$ cat config.mk
export PLATFORM = sky130hd
export DESIGN_NAME = jtag_core_tap
export DESIGN_NICKNAME = d
export VERILOG_FILES = /design/src/rtl/jtag_core_tap.sv
export SDC_FILE = /design/constraint.sdc
export NUM_CORES = 1
export LEC_CHECK = 0
export ABC_AREA = 1
export BUFFER_PORTS_ARGS = -buffer_cell sky130_fd_sc_hd__buf_2
export CORE_UTILIZATION = 45
export CTS_CLUSTER_DIAMETER = 80
export DETAILED_ROUTE_END_ITERATION = 10
export PLACE_DENSITY_LB_ADDON = 0.05
export SYNTH_ARGS = -nofsm -noshare
export SYNTH_HDL_FRONTEND = slang
export SYNTH_SLANG_ARGS = --single-unit
export TNS_END_PERCENT = 50
$ cat constraint.sdc
create_clock -name tck -period 1.6 [get_ports tck]
set_input_delay 0.32 -clock tck [delete_from_list [all_inputs] [get_ports tck]]
set_output_delay 0.32 -clock tck [all_outputs]
set_load 0.01 [all_outputs]
$ cat src/rtl/jtag_core_tap.sv
// jtag_core_tap: IEEE 1149.1 TAP controller front-ending a small arithmetic core.
//   The 2-bit IR selects one of four data registers: OPERAND, IDCODE, RESULT or BYPASS.
//   UPD_DR with OPERAND selected drives registered operands to the core.
// Configuration macro: JTAG_CORE_IDCODE_EN
//   defined   -> IDCODE DR is built, opcode 01 selects it, reset instruction is IDCODE
//   undefined -> no IDCODE DR, opcode 01 behaves as BYPASS, reset instruction is BYPASS
// Ports:
//   tck     in   TAP clock; all state changes on its rising edge
//   rst     in   synchronous active-high reset
//   tms     in   test mode select
//   tdi     in   test data in
//   tdo     out  test data out, combinational: LSB of the active shift register
//   tdo_en  out  high while in SHIFT_DR or SHIFT_IR
//   result  in   4-bit result word from the arithmetic core
//   a, b    out  2-bit registered operands
//   op_code out  registered operation select (1 = add, 0 = multiply)
module jtag_core_tap #(
    parameter logic [31:0] IDCODE_VAL = 32'h1234_5679
) (
    input  logic       tck,
    input  logic       rst,
    input  logic       tms,
    input  logic       tdi,
    output logic       tdo,
    output logic       tdo_en,
    input  logic [3:0] result,
    output logic [1:0] a,
    output logic [1:0] b,
    output logic       op_code
);

    localparam int unsigned IR_W  = 2;
    localparam int unsigned OP_W  = 5;
    localparam int unsigned RES_W = 4;

    localparam logic [IR_W-1:0] OPC_OPERAND = 2'b00;
    localparam logic [IR_W-1:0] OPC_IDCODE  = 2'b01;
    localparam logic [IR_W-1:0] OPC_RESULT  = 2'b10;
    localparam logic [IR_W-1:0] OPC_BYPASS  = 2'b11;

`ifdef JTAG_CORE_IDCODE_EN
    localparam int unsigned     ID_W     = 32;
    localparam logic [IR_W-1:0] IR_RESET = OPC_IDCODE;
`else
    localparam logic [IR_W-1:0] IR_RESET = OPC_BYPASS;
`endif

    // An IDCODE with bit 0 clear would be indistinguishable from a BYPASS capture.
    if (IDCODE_VAL[0] != 1'b1) begin : g_idcode_lsb_check
        $error("IDCODE_VAL bit 0 must be 1");
    end

    typedef enum logic [3:0] {
        TLR      = 4'h0,
        RTI      = 4'h1,
        SEL_DR   = 4'h2,
        CAP_DR   = 4'h3,
        SHIFT_DR = 4'h4,
        EXIT1_DR = 4'h5,
        PAUSE_DR = 4'h6,
        EXIT2_DR = 4'h7,
        UPD_DR   = 4'h8,
        SEL_IR   = 4'h9,
        CAP_IR   = 4'hA,
        SHIFT_IR = 4'hB,
        EXIT1_IR = 4'hC,
        PAUSE_IR = 4'hD,
        EXIT2_IR = 4'hE,
        UPD_IR   = 4'hF
    } tap_state_t;

    tap_state_t state;
    tap_state_t next_state;

    logic [IR_W-1:0]  ir;
    logic [IR_W-1:0]  ir_sr;
    logic [OP_W-1:0]  op_sr;
    logic [RES_W-1:0] res_sr;
    logic             byp_sr;
`ifdef JTAG_CORE_IDCODE_EN
    logic [ID_W-1:0]  id_sr;
`endif

    // TAP state register
    always_ff @(posedge tck) begin
        if (rst) begin
            state <= TLR;
        end else begin
            state <= next_state;
        end
    end

    // TAP next-state decode
    always_comb begin
        next_state = state;
        case (state)
            TLR:      next_state = tms ? TLR      : RTI;
            RTI:      next_state = tms ? SEL_DR   : RTI;
            SEL_DR:   next_state = tms ? SEL_IR   : CAP_DR;
            CAP_DR:   next_state = tms ? EXIT1_DR : SHIFT_DR;
            SHIFT_DR: next_state = tms ? EXIT1_DR : SHIFT_DR;
            EXIT1_DR: next_state = tms ? UPD_DR   : PAUSE_DR;
            PAUSE_DR: next_state = tms ? EXIT2_DR : PAUSE_DR;
            EXIT2_DR: next_state = tms ? UPD_DR   : SHIFT_DR;
            UPD_DR:   next_state = tms ? SEL_DR   : RTI;
            SEL_IR:   next_state = tms ? TLR      : CAP_IR;
            CAP_IR:   next_state = tms ? EXIT1_IR : SHIFT_IR;
            SHIFT_IR: next_state = tms ? EXIT1_IR : SHIFT_IR;
            EXIT1_IR: next_state = tms ? UPD_IR   : PAUSE_IR;
            PAUSE_IR: next_state = tms ? EXIT2_IR : PAUSE_IR;
            EXIT2_IR: next_state = tms ? UPD_IR   : SHIFT_IR;
            UPD_IR:   next_state = tms ? SEL_DR   : RTI;
            default:  next_state = TLR;
        endcase
    end

    // IR, data registers and operand outputs; states not listed (incl. PAUSE) hold everything
    always_ff @(posedge tck) begin
        if (rst) begin
            ir      <= IR_RESET;
            ir_sr   <= '0;
            op_sr   <= '0;
            res_sr  <= '0;
            byp_sr  <= 1'b0;
`ifdef JTAG_CORE_IDCODE_EN
            id_sr   <= '0;
`endif
            a       <= '0;
            b       <= '0;
            op_code <= 1'b0;
            tdo_en  <= 1'b0;
        end else begin
            case (state)
                TLR:      ir    <= IR_RESET;
                CAP_IR:   ir_sr <= 2'b01;
                SHIFT_IR: ir_sr <= {tdi, ir_sr[IR_W-1:1]};
                UPD_IR:   ir    <= ir_sr;
                CAP_DR: begin
                    case (ir)
                        OPC_OPERAND: op_sr  <= {op_code, b, a};
`ifdef JTAG_CORE_IDCODE_EN
                        OPC_IDCODE:  id_sr  <= IDCODE_VAL;
`endif
                        OPC_RESULT:  res_sr <= result;
                        default:     byp_sr <= 1'b0;
                    endcase
                end
                SHIFT_DR: begin
                    case (ir)
                        OPC_OPERAND: op_sr  <= {tdi, op_sr[OP_W-1:1]};
`ifdef JTAG_CORE_IDCODE_EN
                        OPC_IDCODE:  id_sr  <= {tdi, id_sr[ID_W-1:1]};
`endif
                        OPC_RESULT:  res_sr <= {tdi, res_sr[RES_W-1:1]};
                        default:     byp_sr <= tdi;
                    endcase
                end
                UPD_DR: begin
                    if (ir == OPC_OPERAND) begin
                        a       <= op_sr[1:0];
                        b       <= op_sr[3:2];
                        op_code <= op_sr[4];
                    end
                end
                default: ;
            endcase
            // Registered from next_state so tdo_en tracks the current shift state exactly
            tdo_en <= (next_state == SHIFT_DR) || (next_state == SHIFT_IR);
        end
    end

    // tdo mux: LSB of whichever shift register is active, 0 outside shift states
    always_comb begin
        tdo = 1'b0;
        if (state == SHIFT_IR) begin
            tdo = ir_sr[0];
        end else if (state == SHIFT_DR) begin
            case (ir)
                OPC_OPERAND: tdo = op_sr[0];
`ifdef JTAG_CORE_IDCODE_EN
                OPC_IDCODE:  tdo = id_sr[0];
`endif
                OPC_RESULT:  tdo = res_sr[0];
                default:     tdo = byp_sr;
            endcase
        end
    end

endmodule

==> metrics.md, run 1 <==
| Metric | Value |
|---|---|
| H-tree Lvls | `1` |
| Syn. warnings | `0` |
| M2 GR Usage | `43.50%` |
| Vias post-DR | `1,320` |
| Worst Tran Pin Value | `0.2659 ns` |
| CTS buffer count | `3` |
| Worst Setup End Kind | `output port` |
| Mapped cell area | `1225 sq um` |
| P_sw | `0.2753 mW` |
| Leading area contributor after synthesis | `dfxtp_1` |
| Die Span Y | `54.18 microns` |
| Crit path cell chain | `inv_4 -> nand3_4 -> inv_4 -> a32o_1 -> buf_2` |
| Final Util | `59.18%` |
| Synthesized instance count | `193` |
| Gpl congestion | `0.9211` |
| Number of global-route vias before repair | `1,213` |
| Most common cell on crit path | `inv_4` |
| Initial Utilization | `48.56%` |
| Met3 global-route usage | `4.802%` |
| Fillers | `237` |
| Crit path buf inv count | `3` |
| GR met1 Demand/Resource | `27.41%` |
| Maxcap violations | `0` |
| Hold_ws | `0.2564 ns` |
| I/O pins | `15` |
| Synth top area cells | `dfxtp_1, nand2_1, o21ai_0, inv_1, nand3_1` |
| Sequential power share | `59.9%` |
| CTS tree | `yes` |
| Post-synth cell types | `21` |
| Crit-path slowest cell | `dfxtp_2` |
| Routed Antenna Nets | `0` |
| Net Sw Frac | `26.70%` |
| Max Fclk | `635.9 MHz` |
| Worst clock skew | `0.002019 ns` |
| Flops & latches, synth | `24` |
| Peak supply drop | `0.5494 mV` |
| Combinational power share | `15.7%` |
| Rows | `18` |
| Gate family responsible for the most delay along the worst path | `flip-flops` |
| Max-slew violation count | `0` |
| Post-DP HPWL | `2289 microns` |
| Cell internal pwr | `0.7559 mW` |
| Largest net degree at the start of global routing | `16` |
| Syn-to-layout area delta | `21.86%` |
| Root Buffer | `clkbuf_4` |
| CP Max Fanout | `5` |
| Area occupied by multi-input gates | `680.7 sq um` |
| # setup viols final | `0` |
| FF/Latch Area | `498.0 sq um` |
| Crit path required time | `1.28 ns` |
| HP Class | `in -> reg` |
| DRT Pass-1 Iters | `4` |
| Grt total ovfl | `0` |
| Sequential area share after synthesis | `39.22%` |
| DIE AREA | `2935 sq um` |
| Leakage | `0.7277 nW` |
| CP peak stage delay | `0.38 ns` |
| Worst Path Class, Setup | `reg -> out` |
| CTS max path bufs | `2` |
| Core ar. | `2522 sq um` |
| Share of cells above drive strength 1 | `24.07%` |
| Yosys top cell area share | `39.22%` |
| RSZ-0062 raised after global routing | `true` |
| Total GRT Usage | `24.03%` |
| Share of the cycle needed by the critical path after routing | `98.28%` |
| Final Hold Fails | `0` |
| Antenna cells | `0` |
| Post-route DRC | `0` |
| Avg Cell Area, Syn | `6.347 sq um` |
| TNS Setup | `0 ns` |
| DR iter-0 viols | `32` |
| Power Dens Cells | `690.8 nW/um^2` |
| DR vias/cell | `5.366` |
| CTS sink cnt | `24` |
| Status | `complete, no violations` |
| Slew Limit Headroom | `82.25%` |
| First-pass GRT wire length | `5009 microns` |
| Hold-fix buffers, CTS | `0` |
| Crit path launch type | `register` |
| Net Count, Synth | `201` |
| Nets | `226` |
| Wirelength per Cell | `12.44 microns` |
| Routed WL | `3061 microns` |
| Most used routing layer | `met2` |
| CP Data Arrival Time | `1.25 ns` |
| Clock-pin slew of the registers on the worst-case setup and hold paths | `0.12 ns` |
| Clk_lat worst skew | `0.30 ns` |
| Initial antenna violation count | `0` |
| Port-buffer cells | `14` |
| Die X | `54.18 microns` |
| Clk pwr share | `24.4%` |
| Tmin final | `1.573 ns` |
[worst paths after layout]
kind	startpoint	endpoint	slack, ns	depth (start not counted)
worst min-delay path	rst	state[0]	0.26	2
worst max register to register	state[3]	tdo_en	0.08	10
worst min register to register	a[1]	a[1]	0.47	2
worst max-delay path	state[2]	tdo	0.03	5
[cell usage after synthesis (all sizes together)]
cell type and n:
a32o 1, o22ai 2, a31oi 9, buf 2
inv 23, nor3 1, dfxtp 24, nand4 1
clkinv 1, clkbuf 2, nand3 13, o21ai 17
nand2 66, a21oi 10, nor2 20, and2 1
[power by group through the flow]
| stage | clock network (mW) | registers, mW | logic, mW |
|---|---|---|---|
| 2_1_floorplan | 0 | 0.627 | 0.0908 |
| 3_3_place_gp | 0 | 0.631 | 0.139 |
| 3_5_place_dp | 0 | 0.631 | 0.140 |
| 4_1_cts | 0.268 | 0.619 | 0.154 |
| 5_1_grt | 0.290 | 0.620 | 0.181 |
| 6_report | 0.251 | 0.618 | 0.162 |
[flip-flops by register name, summed over array words and instances, names as in the netlist]
| register | count |
|---|---|
| res_sr | 4 |
| ir | 2 |
| b | 2 |
| tdo_en | 1 |
| op_sr | 5 |
| a | 2 |
| op_code | 1 |
| ir_sr | 2 |
| state | 4 |
| byp_sr | 1 |
[cell type report]
type / instances / area share (%)
multi-input combinational: 141 / 45.60
sequential: 24 / 33.36
timing repair buffer: 24 / 10.56
inverter: 24 / 6.454
tap: 30 / 2.515
clock buffer: 3 / 1.509
[repair_timing]
item / CTS / global route
gates resized for setup: 18 / 9
endpoints found under the setup margin: 1 / 16
pin swaps: 1 / 0
setup buffers: 4 / 0
[per-layer routing]
metal	up-vias	share of wire [%]
li1	672	-
met5	-	0
met4	0	1.1
met3	6	4.1
met2	43	50
met1	599	45
[cells in the final DEF (no fill, tap or decap), types with 2 or more instances in the layout]
cell type	count
a21oi_1	9
a31oi_1	9
buf_2	14
buf_4	9
clkbuf_4	3
dfxtp_1	18
dfxtp_2	2
dfxtp_4	4
inv_1	18
inv_2	3
inv_4	2
nand2_1	63
nand2_2	2
nand3_1	11
nor2_1	13
nor2_2	5
nor2_4	2
o21ai_0	16
o22ai_1	2
[metrics by stage]
stage / setup WS [ns] / instances / power, mW / cell area [sq um]
after floorplan: 0.1410 / 193 / 0.7178 / 1225
after global placement: 0.09022 / 239 / 0.7701 / 1366
after detailed placement: 0.06363 / 239 / 0.7710 / 1366
after CTS: 0.004312 / 246 / 1.040 / 1466
after global routing: -0.04650 / 246 / 1.090 / 1493
final: 0.02746 / 246 / 1.031 / 1493
[worst register-to-register path: stages, from the launching register on]
cell,delay (ns)
dfxtp_4,0.39
buf_4,0.15
nand2_1,0.08
inv_1,0.10
nand2_2,0.12
nand3_1,0.09
o21ai_1,0.17
and2_1,0.17
nand2_1,0.06
nand2_1,0.06
inv_1,0.04
[cell families after synthesis]
logic type | Yosys count | synth area share, %
simple gates | 102 | 33.91
compound gates | 39 | 17.47
buf+inv | 28 | 9.396
flops | 24 | 39.22
(Power assumes the default switching activity.)
==> run 2, diff against run 1 <==
- ABC_AREA: 1 -> unset
==> run 2 against run 1 <==
Net effect:
- the flow now finishes with violations (negative setup slack)
- via count shrank 18%
- first-iteration DRC count shrank 53%
- synthesized cell count shrank 24%
- hold slack lost 0.0020 ns
- synthesized area grew 3.3%
- total power grew 23%
- largest cell class unchanged
- largest power group unchanged
==> metrics.md, run 2 <==
| Metric | Value |
|---|---|
| Status | `finished, violations left` |
| Failing checks | `negative setup slack` |
| Die X | `55.02 microns (+1.6%)` |
| Rows | `18 (unchanged)` |
| Wirelength per Cell | `13.96 microns (+12%)` |
| CTS max path bufs | `2 (unchanged)` |
| HP Class | `in -> reg` |
| Total GRT Usage | `20.76% (-3.3 points)` |
| Number of global-route vias before repair | `916 (-24%)` |
| Top_reg_cell synth | `dfxtp_1` |
| Core ar. | `2567 sq um (+1.8%)` |
| Share of cells above drive strength 1 | `27.71% (+3.6 points)` |
| Post-synth cell types | `40 (+90%)` |
| Share of the cycle needed by the critical path after routing | `102.2% (+3.9 points)` |
| Worst Setup End Kind | `output port` |
| Flops & latches, synth | `24 (unchanged)` |
| Post-DP HPWL | `1849 microns (-19%)` |
| FF/Latch Area | `493.0 sq um (-1.0%)` |
| Hold-fix buffers, CTS | `0 (unchanged)` |
| Routed Antenna Nets | `0 (unchanged)` |
| CP Max Fanout | `2 (-3)` |
| Grt total ovfl | `0 (unchanged)` |
| Leading area contributor after synthesis | `dfxtp_1` |
| Routed WL | `2737 microns (-11%)` |
| Net Count, Synth | `155 (-23%)` |
| Synthesized instance count | `147 (-24%)` |
| Count leader, synth | `dfxtp_1` |
| Clock-pin slew of the registers on the worst-case setup and hold paths | `0.13 ns (about the same)` |
| Port-buffer cells | `14 (unchanged)` |
| CTS tree | `yes` |
| Power Dens Cells | `876.4 nW/um^2 (+27%)` |
| Final Util | `56.58% (-2.6 points)` |
| Initial antenna violation count | `0 (unchanged)` |
| CP peak stage delay | `0.36 ns (-0.02 ns)` |
| Dpl cell area | `1345 sq um (-1.6%)` |
| Crit path launch type | `register` |
| Crit path buf inv count | `1 (-2)` |
| Commonest cells after routing, fill and taps aside | `dfxtp_1, mux2i_1, nor2_1, buf_2, buf_4` |
| H-tree Lvls | `1 (unchanged)` |
| Gpl congestion | `0.7921 (-14%)` |
| Max Fclk | `611.8 MHz (-3.8%)` |
| Setup ws final | `-0.03454 ns (-0.06201 ns)` |
| Asr flop ratio synth | `0% (unchanged)` |
| Pre-CTS setup slack | `0.1448 ns (+0.08121 ns)` |
| Crit path cell chain | `mux2i_1 -> o21ai_1 -> a32o_1 -> buf_2` |
| Die Span Y | `55.02 microns (+1.6%)` |
| Hold_ws | `0.2545 ns (-0.001954 ns)` |
| TNS Setup | `-0.03454 ns (-0.03454 ns)` |
| Vias post-DR | `1,089 (-18%)` |
| Post-route cell area | `1453 sq um (-2.7%)` |
| Yosys top cell area share | `37.98% (-1.2 points)` |
| DR vias/cell | `5.556 (+3.5%)` |
| Nets | `175 (-23%)` |
| Area occupied by multi-input gates | `656.9 sq um (-3.5%)` |
| Worst Path Class, Setup | `reg -> out` |
| Synth top area cells | `dfxtp_1, mux2i_1, nor2_1, a21oi_1, o21ai_0` |
| Max-slew violation count | `0 (unchanged)` |
| Avg Cell Area, Syn | `8.605 sq um (+36%)` |
| Antenna cells | `0 (unchanged)` |
| Regs by FF count | `op_sr: 5 flops, res_sr: 4 flops, state: 4 flops` |
| CTS buffer count | `3 (unchanged)` |
| I/O pins | `15 (unchanged)` |
| Post-route DRC | `0 (unchanged)` |
| Crit-path slowest cell | `dfxtp_2` |
| Top reg by flops | `op_sr` |
| Max FFs per register | `5 (unchanged)` |
| Slew Limit Headroom | `77.84% (-4.4 points)` |
| Fillers | `254 (+7.2%)` |
| Worst clock skew | `0.003271 ns (+0.001252 ns)` |
| Mapped cell area | `1265 sq um (+3.3%)` |
| DIE AREA | `3027 sq um (+3.1%)` |
| Gate family responsible for the most delay along the worst path | `flip-flops` |
| Clk_lat worst skew | `0.33 ns (+0.03 ns)` |
| Leakage | `0.5655 nW (-22%)` |
| DRT Pass-1 Iters | `4 (unchanged)` |
| Sequential area share after synthesis | `37.98% (-1.2 points)` |
| Worst Tran Pin Value | `0.3323 ns (+0.06640 ns)` |
| Syn-to-layout area delta | `14.84%` |
| Tmin final | `1.635 ns (+0.06201 ns)` |
| Number of synthesized flops with an enable pin | `0 (unchanged)` |
| Final Hold Fails | `0 (unchanged)` |
| Most common library cells after synthesis | `dfxtp_1, mux2i_1, nor2_1` |
| Commonest non-fill, non-tap cell in the layout | `dfxtp_1` |
| Initial Utilization | `49.27% (+0.71 points)` |
| Crit path required time | `1.28 ns (about the same)` |
| # setup viols final | `1 (+1)` |
| Root Buffer | `clkbuf_4` |
| RSZ-0062 raised after global routing | `true` |
| Peak supply drop | `0.5879 mV (+7.0%)` |
| DR iter-0 viols | `15 (-53%)` |
| Syn. warnings | `0 (unchanged)` |
| First-pass GRT wire length | `4353 microns (-13%)` |
| Maxcap violations | `0 (unchanged)` |
| CTS sink cnt | `24 (unchanged)` |
| Largest net degree at the start of global routing | `19 (+3)` |
| CP Data Arrival Time | `1.31 ns (+0.06 ns)` |
## run 2: final timing paths
kind	from	to	slack (ns)	cells after the start
worst max-delay path	ir[1]	tdo	-0.03	4
worst max register to register	state[1]	state[0]	0.12	7
worst min register to register	res_sr[3]	res_sr[3]	0.47	1
worst min-delay path	result[3]	res_sr[3]	0.25	3
## run 2: worst reg2reg max path, delay by kind of cell (launching register included)
kind	cells	cell delay [ns]
compound gates	3	0.47
flops	1	0.38
buf+inv	3	0.43
simple gates	1	0.12
## run 2: cells by family (layout without fill, tap and decap cells)
logic type	Yosys count	count (layout)	share of synthesized area [%]
AOI/OAI and AO/OA	42	42	22.06
xor gates and xnor gates	1	1	0.6925
buffers and inverters	23	42	10.48
DFF	24	24	37.98
muxes	15	15	11.87
and+or+nand+nor	42	42	16.92
## run 2: cell type report
cell class | count | area share, %
multi-input combinational | 100 | 45.22
sequential | 24 | 33.94
timing repair buffer | 28 | 12.06
inverter | 10 | 2.584
tap | 30 | 2.584
clock inverter | 1 | 2.067
clock buffer | 3 | 1.550
## run 2: metrics by stage
step | cells | total power, mW
after CTS | 196 | 1.281
after detailed placement | 187 | 0.8133
final | 196 | 1.273
after floorplan | 147 | 0.7794
after global routing | 196 | 1.331
after global placement | 187 | 0.8116
## run 2: power breakdown
group | leakage [nW] | internal (mW) | total (mW) | switching, mW
Combinational | 0.342 | 0.0876 | 0.200 | 0.113
Sequential | 0.195 | 0.611 | 0.626 | 0.0146
Clock | 0.0279 | 0.254 | 0.447 | 0.193
Total | 0.566 | 0.953 | 1.27 | 0.320
## run 2: repair_timing
action | 4_1_cts | 5_1_grt
gates resized for setup | 11 | 3
endpoints found under the hold margin | 0 | 0
setup endpoints to repair | 1 | 2
buffers inserted | 5 | 0
## run 2: layer usage
metal	share of wire [%]	global-route usage, %	up-vias
li1	-	-	564
met1	50	28.22	502
met2	45	32.33	18
met3	4.0	5.738	5
met4	1.2	5.000	0
met5	0	0	-
==> run 3, diff against run 2 <==
- CORE_UTILIZATION: 45 -> 40
==> run 3 against run 2 <==
Net effect:
- the run still ends with negative setup slack left
- critical path depth stayed put
- clock power hardly changed
- die area is 12% higher
- critical path type unchanged
- critical endpoint unchanged
- largest cell class unchanged
==> metrics.md, run 3 (synthesis results as in run 2) <==
| Metric | Value |
|---|---|
| Commonest cells after routing, fill and taps aside | `dfxtp_1, mux2i_1, nor2_1, buf_2, inv_1` |
| CP Max Fanout | `4 (+2)` |
| CTS tree | `yes` |
| Largest net degree at the start of global routing | `19 (unchanged)` |
| First-pass GRT wire length | `4547 microns (+4.5%)` |
| Power Dens Cells | `872.0 nW/um^2 (-0.50%)` |
| Tmin final | `1.643 ns (+0.008294 ns)` |
| Root Buffer | `clkbuf_4` |
| Peak supply drop | `0.3143 mV (-47%)` |
| Crit path cell chain | `nor2_4 -> and3_4 -> a32o_2 -> buf_6` |
| Rows | `20 (+2)` |
| Initial antenna violation count | `0 (unchanged)` |
| Gate family responsible for the most delay along the worst path | `flip-flops` |
| Area occupied by multi-input gates | `663.1 sq um (+0.95%)` |
| Number of global-route vias before repair | `987 (+7.8%)` |
| Routed Antenna Nets | `0 (unchanged)` |
| Total GRT Usage | `17.38% (-3.4 points)` |
| Hold-fix buffers, CTS | `0 (unchanged)` |
| I/O pins | `15 (unchanged)` |
| Clock-pin slew of the registers on the worst-case setup and hold paths | `0.15 ns (+0.02 ns)` |
| Crit path buf inv count | `1 (unchanged)` |
| RSZ-0062 raised after global routing | `true` |
| DRT Pass-1 Iters | `4 (unchanged)` |
| Wirelength per Cell | `13.53 microns (-3.1%)` |
| CP Data Arrival Time | `1.32 ns (about the same)` |
| Slew Limit Headroom | `78.53% (+0.69 points)` |
| Core ar. | `3028 sq um (+18%)` |
| CP peak stage delay | `0.40 ns (+0.04 ns)` |
| Fillers | `319 (+26%)` |
| Max-slew violation count | `0 (unchanged)` |
| Clk_lat worst skew | `0.32 ns (about the same)` |
| Crit path required time | `1.28 ns (about the same)` |
| DR vias/cell | `5.327 (-4.1%)` |
| Leakage | `0.5456 nW (-3.5%)` |
| Worst Setup End Kind | `output port` |
| Overall power | `1.258 mW (-1.2%)` |
| Grt total ovfl | `0 (unchanged)` |
| CTS max path bufs | `2 (unchanged)` |
| TNS Setup | `-0.04284 ns (-0.008294 ns)` |
| CTS sink cnt | `24 (unchanged)` |
| Failing checks | `negative setup slack` |
| Routed WL | `2773 microns (+1.3%)` |
| Vias post-DR | `1,092 (+0.28%)` |
| CTS buffer count | `3 (unchanged)` |
| Crit-path slowest cell | `dfxtp_4` |
| Max FFs per register | `5 (unchanged)` |
| Crit path launch type | `register` |
| Setup ws final | `-0.04284 ns (-0.008294 ns)` |
| Gpl congestion | `0.7839 (-1.0%)` |
| Die X | `58.24 microns (+5.8%)` |
| Maxcap violations | `0 (unchanged)` |
| Share of the cycle needed by the critical path after routing | `102.7% (+0.52 points)` |
| Final Util | `47.64% (-8.9 points)` |
| Die Span Y | `58.24 microns (+5.8%)` |
| DIE AREA | `3391 sq um (+12%)` |
| Final Hold Fails | `0 (unchanged)` |
| Antenna cells | `0 (unchanged)` |
| FF/Latch Area | `490.5 sq um (-0.51%)` |
| Top reg by flops | `op_sr` |
| Post-route DRC | `0 (unchanged)` |
| Worst clock skew | `0.01078 ns (+0.007508 ns)` |
| DR iter-0 viols | `51 (+36)` |
| Worst Tran Pin Value | `0.3220 ns (-0.01032 ns)` |
| Post-DP HPWL | `1956 microns (+5.8%)` |
| HP Class | `in -> reg` |
| Initial Utilization | `41.78% (-7.5 points)` |
| Nets | `170 (-2.9%)` |
| Port-buffer cells | `14 (unchanged)` |
| Worst Path Class, Setup | `reg -> out` |
| Regs by FF count | `op_sr: 5 flops, res_sr: 4 flops, state: 4 flops` |
| Max Fclk | `608.7 MHz (-0.50%)` |
| H-tree Lvls | `1 (unchanged)` |
| Share of cells above drive strength 1 | `25.47% (-2.2 points)` |
| Commonest non-fill, non-tap cell in the layout | `dfxtp_1` |
| Syn-to-layout area delta | `14.05%` |
| # setup viols final | `1 (unchanged)` |
| Status | `finished, violations left` |
## run 3: repair_timing
| item | 4_1_cts | 5_1_grt |
|---|---|---|
| resized for setup | 12 | 0 |
| endpoints found under the setup margin | 1 | 1 |
| cloned | 0 | 0 |
| setup buffers | 1 | 0 |
## run 3: cell type report
class	instances	area share (%)
Timing Repair Buffer	23	9.974
Clock inverter	1	2.082
Tap cell	44	3.816
Multi-Input combinational cell	100	45.97
Sequential cell	24	34.00
Inverter	10	2.602
Clock buffer	3	1.561
## run 3: tightest hold or removal path, delay by kind of cell
| kind | cells | cell delay [ns] |
|---|---|---|
| buffers and inverters | 1 | 0.07 |
| AOI/OAI and AO/OA | 1 | 0.10 |
| muxes | 1 | 0.05 |
## run 3: worst paths after layout
kind	end	start	depth (start not counted)	slack, ns
min	res_sr[3]	result[3]	3	0.26
min reg2reg	res_sr[2]	res_sr[2]	1	0.48
max	tdo	state[1]	4	-0.04
max reg2reg	op_sr[3]	state[1]	5	0.12
## run 3: layer usage
layer	routed length, microns	part of all wire, %	vias up	global-route usage, %
met5	0	0	-	0
met4	17	0.61	0	4.422
met3	70	2.5	2	2.902
met2	1271	46	15	27.59
met1	1415	51	524	24.52
li1	-	-	551	-
## run 3: metrics by stage
stage               cells  hold WS [ns]  area (sq um)  worst slack (ns)
floorplan             147        0.4236          1265            0.1378
global placement      200        0.4489          1355            0.1131
detailed placement    200        0.4503          1355           0.07507
CTS                   205        0.2465          1443          -0.03999
global route          205        0.2776          1443           -0.1062
finish                205        0.2602          1443          -0.04284
## run 3: power breakdown
| group | internal [mW] | leakage (nW) | switching [mW] |
|---|---|---|---|
| Clock | 0.253 | 0.0279 | 0.193 |
| Sequential | 0.612 | 0.195 | 0.0154 |
| Combinational | 0.0741 | 0.323 | 0.109 |
| Total | 0.940 | 0.546 | 0.318 |
